## config.mk

```make
export PLATFORM = sky130hd
export DESIGN_NAME = scoreboard_register_file
export DESIGN_NICKNAME = d
export VERILOG_FILES = /design/src/rtl/scoreboard_register_file.sv
export SDC_FILE = /design/constraint.sdc
export NUM_CORES = 2
export LEC_CHECK = 0
export CAP_MARGIN = 5
export CORE_UTILIZATION = 50
export CTS_CLUSTER_DIAMETER = 40
export CTS_CLUSTER_SIZE = 10
export DETAILED_ROUTE_END_ITERATION = 10
export PLACE_DENSITY = 0.68
export SYNTH_ARGS = -nofsm -noshare
export SYNTH_HDL_FRONTEND = slang
export SYNTH_SLANG_ARGS = --single-unit
```

## constraint.sdc

```tcl
create_clock -name i_clk -period 5.2 [get_ports i_clk]
set_input_delay 0.78 -clock i_clk [delete_from_list [all_inputs] [get_ports i_clk]]
set_output_delay 0.78 -clock i_clk [all_outputs]
set_load 0.01 [all_outputs]
```

## src/rtl/scoreboard_register_file.sv

```systemverilog
// ---------------------------------------------------------------------------------------------
// scoreboard_register_file
//
// Purpose:
//   WIDTH x DEPTH integer register file with NUM_READ combinational read ports, one synchronous
//   write-back port and a per-register busy scoreboard. Decode/issue marks a destination busy
//   through the issue handshake; write-back clears it. The top register (stack pointer) resets
//   to SP_INIT, all others to zero. A registered population count of busy bits is kept.
//
// Optional feature (compile-time macro):
//   REGFILE_BYPASS_EN - when defined, a read port whose address matches an active write-back
//                       returns write_data and reports not-busy in the same cycle. When
//                       undefined, reads always return stored state.
//
// Ports:
//   i_clk           clock, all state updates on the rising edge
//   i_reset         synchronous active-high reset
//   i_read_addr     packed read addresses, port i at [i*ADDR_W +: ADDR_W]
//   o_read_data     packed read data, port i at [i*WIDTH +: WIDTH]
//   o_read_busy     per-port busy flag of the addressed register
//   i_issue_valid   request to mark i_issue_addr busy
//   i_issue_addr    destination register being issued
//   o_issue_ready   issue is accepted this cycle (combinational)
//   i_write_enable  write-back strobe
//   i_write_addr    write-back destination
//   i_write_data    write-back value
//   o_busy_count    number of busy registers (registered)
// ---------------------------------------------------------------------------------------------
module scoreboard_register_file #(
    parameter int unsigned           WIDTH    = 64,
    parameter int unsigned           DEPTH    = 32,
    parameter int unsigned           NUM_READ = 3,
    parameter logic [WIDTH-1:0]      SP_INIT  = 'h0008_0000,
    localparam int unsigned          ADDR_W   = $clog2(DEPTH),
    localparam int unsigned          CNT_W    = $clog2(DEPTH + 1)
) (
    input  logic                         i_clk,
    input  logic                         i_reset,
    input  logic [NUM_READ*ADDR_W-1:0]   i_read_addr,
    output logic [NUM_READ*WIDTH-1:0]    o_read_data,
    output logic [NUM_READ-1:0]          o_read_busy,
    input  logic                         i_issue_valid,
    input  logic [ADDR_W-1:0]            i_issue_addr,
    output logic                         o_issue_ready,
    input  logic                         i_write_enable,
    input  logic [ADDR_W-1:0]            i_write_addr,
    input  logic [WIDTH-1:0]             i_write_data,
    output logic [CNT_W-1:0]             o_busy_count
);

    logic [WIDTH-1:0] r_regs [DEPTH];
    logic [DEPTH-1:0] r_busy;
    logic [CNT_W-1:0] r_busy_count;

    logic             w_wb_hits_issue;
    logic             w_issue_acc;
    logic             w_cnt_inc;
    logic             w_cnt_dec;
    logic [DEPTH-1:0] w_busy_d;

    // A write-back to the issue target frees it in the same cycle, so the issue may proceed.
    assign w_wb_hits_issue = i_write_enable && (i_write_addr == i_issue_addr);
    assign o_issue_ready   = !r_busy[i_issue_addr] || w_wb_hits_issue;
    assign w_issue_acc     = i_issue_valid && o_issue_ready;

    // Clear from write-back first, then set from issue, so a same-address issue wins.
    always_comb begin
        w_busy_d = r_busy;
        if (i_write_enable) begin
            w_busy_d[i_write_addr] = 1'b0;
        end
        if (w_issue_acc) begin
            w_busy_d[i_issue_addr] = 1'b1;
        end
    end

    // Count deltas: an accepted issue to an already-busy register implies a same-address
    // write-back, so the bit simply stays set and neither delta fires.
    assign w_cnt_inc = w_issue_acc && !r_busy[i_issue_addr];
    assign w_cnt_dec = i_write_enable && r_busy[i_write_addr]
                       && !(w_issue_acc && (i_issue_addr == i_write_addr));

    always_ff @(posedge i_clk) begin
        if (i_reset) begin
            for (int i = 0; i < DEPTH - 1; i++) begin
                r_regs[i] <= '0;
            end
            r_regs[DEPTH-1] <= SP_INIT;
            r_busy          <= '0;
            r_busy_count    <= '0;
        end else begin
            if (i_write_enable) begin
                r_regs[i_write_addr] <= i_write_data;
            end
            r_busy <= w_busy_d;
            if (w_cnt_inc && !w_cnt_dec) begin
                r_busy_count <= r_busy_count + CNT_W'(1);
            end else if (w_cnt_dec && !w_cnt_inc) begin
                r_busy_count <= r_busy_count - CNT_W'(1);
            end
        end
    end

    assign o_busy_count = r_busy_count;

    for (genvar g = 0; g < NUM_READ; g++) begin : g_read
        logic [ADDR_W-1:0] w_addr;
        assign w_addr = i_read_addr[g*ADDR_W +: ADDR_W];
`ifdef REGFILE_BYPASS_EN
        logic w_hit;
        assign w_hit = i_write_enable && (i_write_addr == w_addr);
        assign o_read_data[g*WIDTH +: WIDTH] = w_hit ? i_write_data : r_regs[w_addr];
        assign o_read_busy[g]                = w_hit ? 1'b0 : r_busy[w_addr];
`else
        assign o_read_data[g*WIDTH +: WIDTH] = r_regs[w_addr];
        assign o_read_busy[g]                = r_busy[w_addr];
`endif
    end

endmodule

```

# After elaboration in Yosys (flattened, before gate mapping)
# Memory sizes are Yosys's and may differ from the RTL's.
# Cells that the tools add are included.
op_classes:
  order_cmp: 7
  n_mux: 26
  bitwise_logic: 3
  n_reduce_logical: 17
  addsub: 2
  n_eq_ne: 2
ops:
  columns: ["operator", "count"]
  rows:
  - ["two-way mux 32 bit", 2]
  - ["two-way mux 64 bit", 1]
  - ["OR reduction 64 bit", 1]
  - ["bitwise AND 32 bit", 1]
  - ["NOT 32 bit", 1]
  - ["bitwise OR 32 bit", 1]
  - ["less-than comparator 5 x 6 -> 1 bit, second input constant", 5]
  - ["binary-select mux 1 bit (select 5 bit)", 5]
  - ["two-way mux 1 bit", 13]
  - ["two-way mux 6 bit", 2]
  - ["demux 1 bit (select 5 bit)", 2]
  - ["equality test 5 bit", 2]
  - ["greater-or-equal comparator 5 x 1 -> 1 bit, second input constant", 2]
  - ["logical AND 1 bit", 10]
  - ["adder 6 x 1 -> 6 bit, second input constant", 1]
  - ["subtractor 6 x 1 -> 6 bit, second input constant", 1]
  - ["two-way mux 5 bit", 1]
  - ["zero test 1 bit", 4]
  - ["nonzero test 2 bit", 1]
  - ["logical OR 1 bit", 1]
totals:
  register_bits: 38
  out_inout_bits: 202
  ram_bits: 2048
  mem_count: 1
  wordCells: 60
memory_table:
  columns: ["name", "words", "word_bits", "rd", "rd_clocked_by_memory_dff", "wr", "line", "source"]
  rows:
  - ["r_regs", 32, 64, 3, 0, 32, "51", "logic [WIDTH-1:0] r_regs [DEPTH];"]

# Depth between registers and ports, before layout
depth:
  depth_word: 11
  ltp_mapped: 15
  ltp_nobuf: 13

# Worst setup path after synthesis
# Ideal clock, no wire load.
synth_path:
  path_kind: "input to register"
  start: "input port i_issue_addr[1]"
  end: "register r_busy_count[5], in the netlist o_busy_count[5]"
  path_stages: 15
  required_time_ns: 5.072
  setup_ns: 0.128
  path_buffers: 2
  t_arrival_ns: 3.885
  setup_slack_ns: 1.187
  path_cell_list: "buf_2 > buf_2 > mux2i_1 > o22ai_1 > nor4_1 > mux2i_1 > nor2b_1 > ha_1 > inv_1 > ha_1 > or4_1 > a311o_1 > o311ai_0 > xnor2_1 > nor2_1"
synth_between:
  elab_chain_len: 11
  elab_cells_between_ends: 18
synth_lines:
  columns: ["item", "line", "source"]
  rows:
  - ["start, declared", "43", "input logic [ADDR_W-1:0] i_issue_addr,"]
  - ["binary-select mux 1 bit (select 5 bit)", "63, 79", null]
  - ["two-way mux 1 bit (implied by the code)", "63, 79", null]
  - ["zero test 1 bit", "63, 79", null]
  - ["logical OR 1 bit", "63", "assign o_issue_ready = !r_busy[i_issue_addr] || w_wb_hits_issue;"]
  - ["logical AND 1 bit", "64", "assign w_issue_acc = i_issue_valid && o_issue_ready;"]
  - ["logical AND 1 bit", "81", "&& !(w_issue_acc && (i_issue_addr == i_write_addr));"]
  - ["zero test 1 bit", "81", null]
  - ["logical AND 1 bit", "81", null]
  - ["zero test 1 bit", "96", "if (w_cnt_inc && !w_cnt_dec) begin"]
  - ["logical AND 1 bit", "96", null]
  - ["two-way mux 6 bit or nonzero test 2 bit (tied branches)", null, null]
  - ["end signal, assigned", "97", "r_busy_count <= r_busy_count + CNT_W'(1);"]
  - ["end signal, assigned", "99", "r_busy_count <= r_busy_count - CNT_W'(1);"]
  - ["end, declared", "53", "logic [CNT_W-1:0] r_busy_count;"]
# Parallel ways exist; a longest one is shown, timed or not. The select of a mux whose other input is x is not followed.
# A chain may end at the register's enable or synchronous reset.

# Worst setup path after layout
layout_path:
  start: "input port i_read_addr[3]"
  end: "output port o_read_data[62]"
layout_between:
  elab_chain_len: 1
layout_lines:
  columns: ["item", "line", "source"]
  rows:
  - ["start, declared", "39", "input logic [NUM_READ*ADDR_W-1:0] i_read_addr,"]
  - ["memory read (32 x 64 bit)", null, null]
  - ["end, declared", "40", "output logic [NUM_READ*WIDTH-1:0] o_read_data,"]
# Every way passes these cells.

==> results_tabular.tex <==
\begin{tabular}{lr}
\hline
Metric & Value \\
\hline
\multicolumn{2}{l}{\textbf{Clock network}} \\
Count of cells resized by post-cts repair & 0 \\
Bufs on Longest Clock Path & 4 \\
Clock latency on the worst-skew pair & 0.92 ns \\
Sink count of the clock tree & 2,086 \\
TritonCTS clock tree & done \\
Cell at the root of the clock tree & sky130\_fd\_sc\_hd\_\_clkbuf\_16 \\
Hold Buf Count CTS & 0 \\
H-tree Lvls & 5 \\
Clock transition at path regs & 0.04 ns \\
Setup Buffers After CTS & 0 \\
Total CTS buffers & 377 \\
\multicolumn{2}{l}{\textbf{Critical path}} \\
Critical Path RT & 4.42 ns \\
Element type at the critical path end & output port \\
Maximum single-stage delay on the critical path & 0.87 ns \\
Category of the most critical setup path & in -> out \\
Critical path buffers and inverters & 3 \\
CP Data Arrival Time & 3.99 ns \\
Critical path startpoint category & input pin \\
Most repeated library cell on the critical path & sky130\_fd\_sc\_hd\_\_clkdlybuf4s50\_1 \\
Sequence of cells on the critical path & clkdlybuf4s50\_1 -> nor2b\_4 -> buf\_4 -> a22o\_1 -> a221oi\_1 -> clkdlybuf4s50\_1 \\
Maximum fanout along the worst path & 18 \\
Category of cells accounting for the largest share of critical-path delay & buffers and inverters \\
Crit path max-delay cell type & sky130\_fd\_sc\_hd\_\_a221oi\_1 \\
\multicolumn{2}{l}{\textbf{Timing}} \\
Shortest period the worst path allows & 4.77 ns \\
Max Clock Skew & 0.0332 ns \\
Slew margin rel. & 0.215 \\
Final setup TNS & 0 ns \\
RSZ-0062 raised after global routing & false \\
Final setup violation count & 0 \\
Count of pins over their slew limit & 0 \\
Worst-margin pin slew & 1.18 ns \\
Crit path setup slack, layout & 0.432 ns \\
Hold violation count in the final report & 0 \\
Achievable clock frequency & 210 MHz \\
Post-route clock period utilization & 0.917 \\
\multicolumn{2}{l}{\textbf{Logic synthesis}} \\
Total standard cell area after synthesis & 128,000 µm² \\
Portion of the post-synthesis area used by sequential elements & 0.488 \\
Cell type with the highest aggregate area in the netlist & sky130\_fd\_sc\_hd\_\_edfxtp\_1 \\
Fraction of post-synthesis cell area in the top cell type by area & 0.482 \\
Proportion of synthesized flip-flops having asynchronous set or reset & 0 \\
Unique cell type count in the Yosys netlist & 55 \\
Dominant cells by area after synthesis & sky130\_fd\_sc\_hd\_\_edfxtp\_1, sky130\_fd\_sc\_hd\_\_mux4\_2, sky130\_fd\_sc\_hd\_\_and2\_1, sky130\_fd\_sc\_hd\_\_mux2i\_1, sky130\_fd\_sc\_hd\_\_clkbuf\_1 \\
Syn. warnings & 0 \\
Average footprint of a synthesized cell & 15.7 µm² \\
Count of flip-flops with a built-in enable after synthesis & 2,048 \\
Post-synthesis instance total & 8,111 \\
Top flip-flop cell by instance count after synthesis & sky130\_fd\_sc\_hd\_\_edfxtp\_1 \\
Number of flip-flops and latches in the synthesized netlist & 2,086 \\
Syn\_nets & 8,210 \\
\multicolumn{2}{l}{\textbf{Layout}} \\
Final design instance area without fill & 150,000 µm² \\
Number of nets in the layout & 8,413 \\
Area added between synthesis and finish & 17.3\% \\
Post-layout utilization of the core & 0.589 \\
Fill cell instance count of the final layout & 18,700 \\
Share of cells above drive strength 1 & 0.317 \\
Final Instance Count excl. Fillers & 12,000 \\
\multicolumn{2}{l}{\textbf{Place}} \\
Dpl ws & 0.305 ns \\
Placed cell count & 11,300 \\
DPL Wire Length & 279,000 µm \\
Routability-driven placement congestion ratio & 0.914 \\
Cell area after placement & 137,000 µm² \\
Quantity of I/O buffers inserted on ports & 294 \\
\multicolumn{2}{l}{\textbf{Route}} \\
Average detailed-routed wire length per instance & 40.5 µm \\
Per-cell via count in the routed design & 7.31 \\
Final routed wirelength across all metal layers & 486,000 µm \\
Number of design rule violations left after detail routing & 6 \\
Post-detailed-route count of antenna-violating nets & 0 \\
Pre-Repair DR Iteration Count & 11 \\
Iter 0 DRT Violations & 15,400 \\
Total number of vias & 87,800 \\
\multicolumn{2}{l}{\textbf{Global route}} \\
Total GRT Usage & 0.376 \\
Antenna violations before repair & 73 \\
Met1 usage & 0.463 \\
Met3 Usage GRT & 0.0991 \\
Wire length of the first global-routing pass & 670,000 µm \\
Grt met2 use & 0.584 \\
Overflow left after global routing & 0 \\
Most used routing layer & met2 \\
Vias in the first global route & 87,300 \\
Largest net degree at the start of global routing & 73 \\
\multicolumn{2}{l}{\textbf{Power}} \\
Peak supply drop & 0.346 mV \\
P\_leak & 0.0525 µW \\
Power Density & 352 nW/µm² \\
\multicolumn{2}{l}{\textbf{Floorplanning}} \\
Number of I/O pins & 295 \\
Number of rows in the core area & 185 \\
Floorplan die width & 507 µm \\
Die ar. & 257,000 µm² \\
Core ar. & 254,000 µm² \\
Die H & 507 µm \\
Starting Density & 0.502 \\
\multicolumn{2}{l}{\textbf{Outcome}} \\
Status & complete, but fails checks \\
Violations in the final reports & design-rule violations \\
\multicolumn{2}{l}{\textbf{Flow run}} \\
Max-cap check violation count & 0 \\
\multicolumn{2}{l}{\textbf{Hold path}} \\
Class of the most critical hold timing path & reg -> reg \\
\hline
\end{tabular}
[synthesized netlist by cell type, types with 5 or more instances]
| master | number |
|---|---|
| sky130_fd_sc_hd__a211oi_1 | 13 |
| sky130_fd_sc_hd__a21o_1 | 28 |
| sky130_fd_sc_hd__edfxtp_1 | 2048 |
| sky130_fd_sc_hd__buf_2 | 131 |
| sky130_fd_sc_hd__nor2_1 | 51 |
| sky130_fd_sc_hd__o22ai_1 | 32 |
| sky130_fd_sc_hd__nor2b_1 | 20 |
| sky130_fd_sc_hd__buf_1 | 100 |
| sky130_fd_sc_hd__a22oi_1 | 5 |
| sky130_fd_sc_hd__a21oi_1 | 16 |
| sky130_fd_sc_hd__or3_1 | 7 |
| sky130_fd_sc_hd__clkbuf_1 | 587 |
| sky130_fd_sc_hd__a221oi_1 | 184 |
| sky130_fd_sc_hd__xnor2_1 | 5 |
| sky130_fd_sc_hd__inv_1 | 39 |
| sky130_fd_sc_hd__a22o_1 | 193 |
| sky130_fd_sc_hd__nand3b_1 | 7 |
| sky130_fd_sc_hd__nand3_1 | 5 |
| sky130_fd_sc_hd__mux4_2 | 1570 |
| sky130_fd_sc_hd__mux2i_1 | 783 |
| sky130_fd_sc_hd__and2_1 | 2055 |
| sky130_fd_sc_hd__nand2_1 | 21 |
| sky130_fd_sc_hd__buf_4 | 112 |
| sky130_fd_sc_hd__dfxtp_1 | 38 |
| sky130_fd_sc_hd__ha_1 | 5 |
[metal layers]
metal / wire length [µm] / vias up
met3: 67200 / 2088
met2: 223000 / 7975
met5: 208 / -
met4: 39000 / 32
met1: 157000 / 44600
li1: - / 33100
[report_power, final]
group,leakage [µW],total [µW],switching [µW],internal [µW]
registers,0.0198,20100,675,19500
logic,0.0267,7600,4040,3560
clock network,0.00603,24900,9060,15900
total,0.0525,52600,13800,38900
[path summary, 6_finish.rpt]
kind / depth (start not counted) / slack (ns) / end / from
max: 6 / 0.43 / o_read_data[62] / i_read_addr[3]
min reg2reg: 2 / 0.49 / o_busy_count[4] / o_busy_count[4]
max reg2reg: 13 / 1.45 / o_busy_count[5] / r_busy[30]
min: 2 / 0.49 / o_busy_count[4] / o_busy_count[4]
[cells in the final DEF (no fill, tap or decap), types with 169 or more instances in the layout]
cell type / n
sky130_fd_sc_hd__edfxtp_1: 2048
sky130_fd_sc_hd__a221oi_1: 184
sky130_fd_sc_hd__buf_12: 169
sky130_fd_sc_hd__clkdlybuf4s50_1: 282
sky130_fd_sc_hd__and2_1: 2050
sky130_fd_sc_hd__mux2i_1: 783
sky130_fd_sc_hd__a22o_1: 193
sky130_fd_sc_hd__mux4_2: 1570
sky130_fd_sc_hd__clkbuf_16: 383
sky130_fd_sc_hd__buf_4: 294
[area by class of cell]
class	instances	area, µm²	share of cell area
sequential	2086	62300	0.416
clock inverter	265	2990	0.0200
clock buffer	417	9710	0.0649
tap	3366	4210	0.0282
timing repair buffer	755	8550	0.0572
multi-input combinational	5055	61600	0.412
antenna	31	77.6	0.000519
inverter	39	171	0.00115
[sequential cells by signal (all words and copies together), names as in the netlist]
name	cells
o_busy_count	6
r_regs	2048
r_busy	32
[worst min-delay path: cells and delay by family, from the launching register on]
family             cells  cell delay [ns]
AOI/OAI and AO/OA      1             0.05
DFF                    1             0.32
and+or+nand+nor        1             0.07
[through the flow]
step / total power [µW] / hold WS, ns
2_1_floorplan: 24700 / 0.472
3_3_place_gp: 27700 / 0.497
3_5_place_dp: 27800 / 0.486
4_1_cts: 52500 / 0.494
5_1_grt: 53600 / 0.523
6_report: 52600 / 0.490
[logic make-up (layout without fill, tap and decap cells)]
kind of cell / count (synthesis) / after routing / synth area share
xor gates and xnor gates: 9 / 9 / 0.000618
other: 0 / 31 / 0
adders and majority gates: 6 / 6 / 0.000647
buffers and inverters: 970 / 1476 / 0.0332
and+or+nand+nor: 2195 / 2195 / 0.107
muxes: 2355 / 2355 / 0.339
AOI/OAI and AO/OA: 490 / 490 / 0.0320
DFF: 2086 / 2086 / 0.488
(Power assumes the default switching activity.)
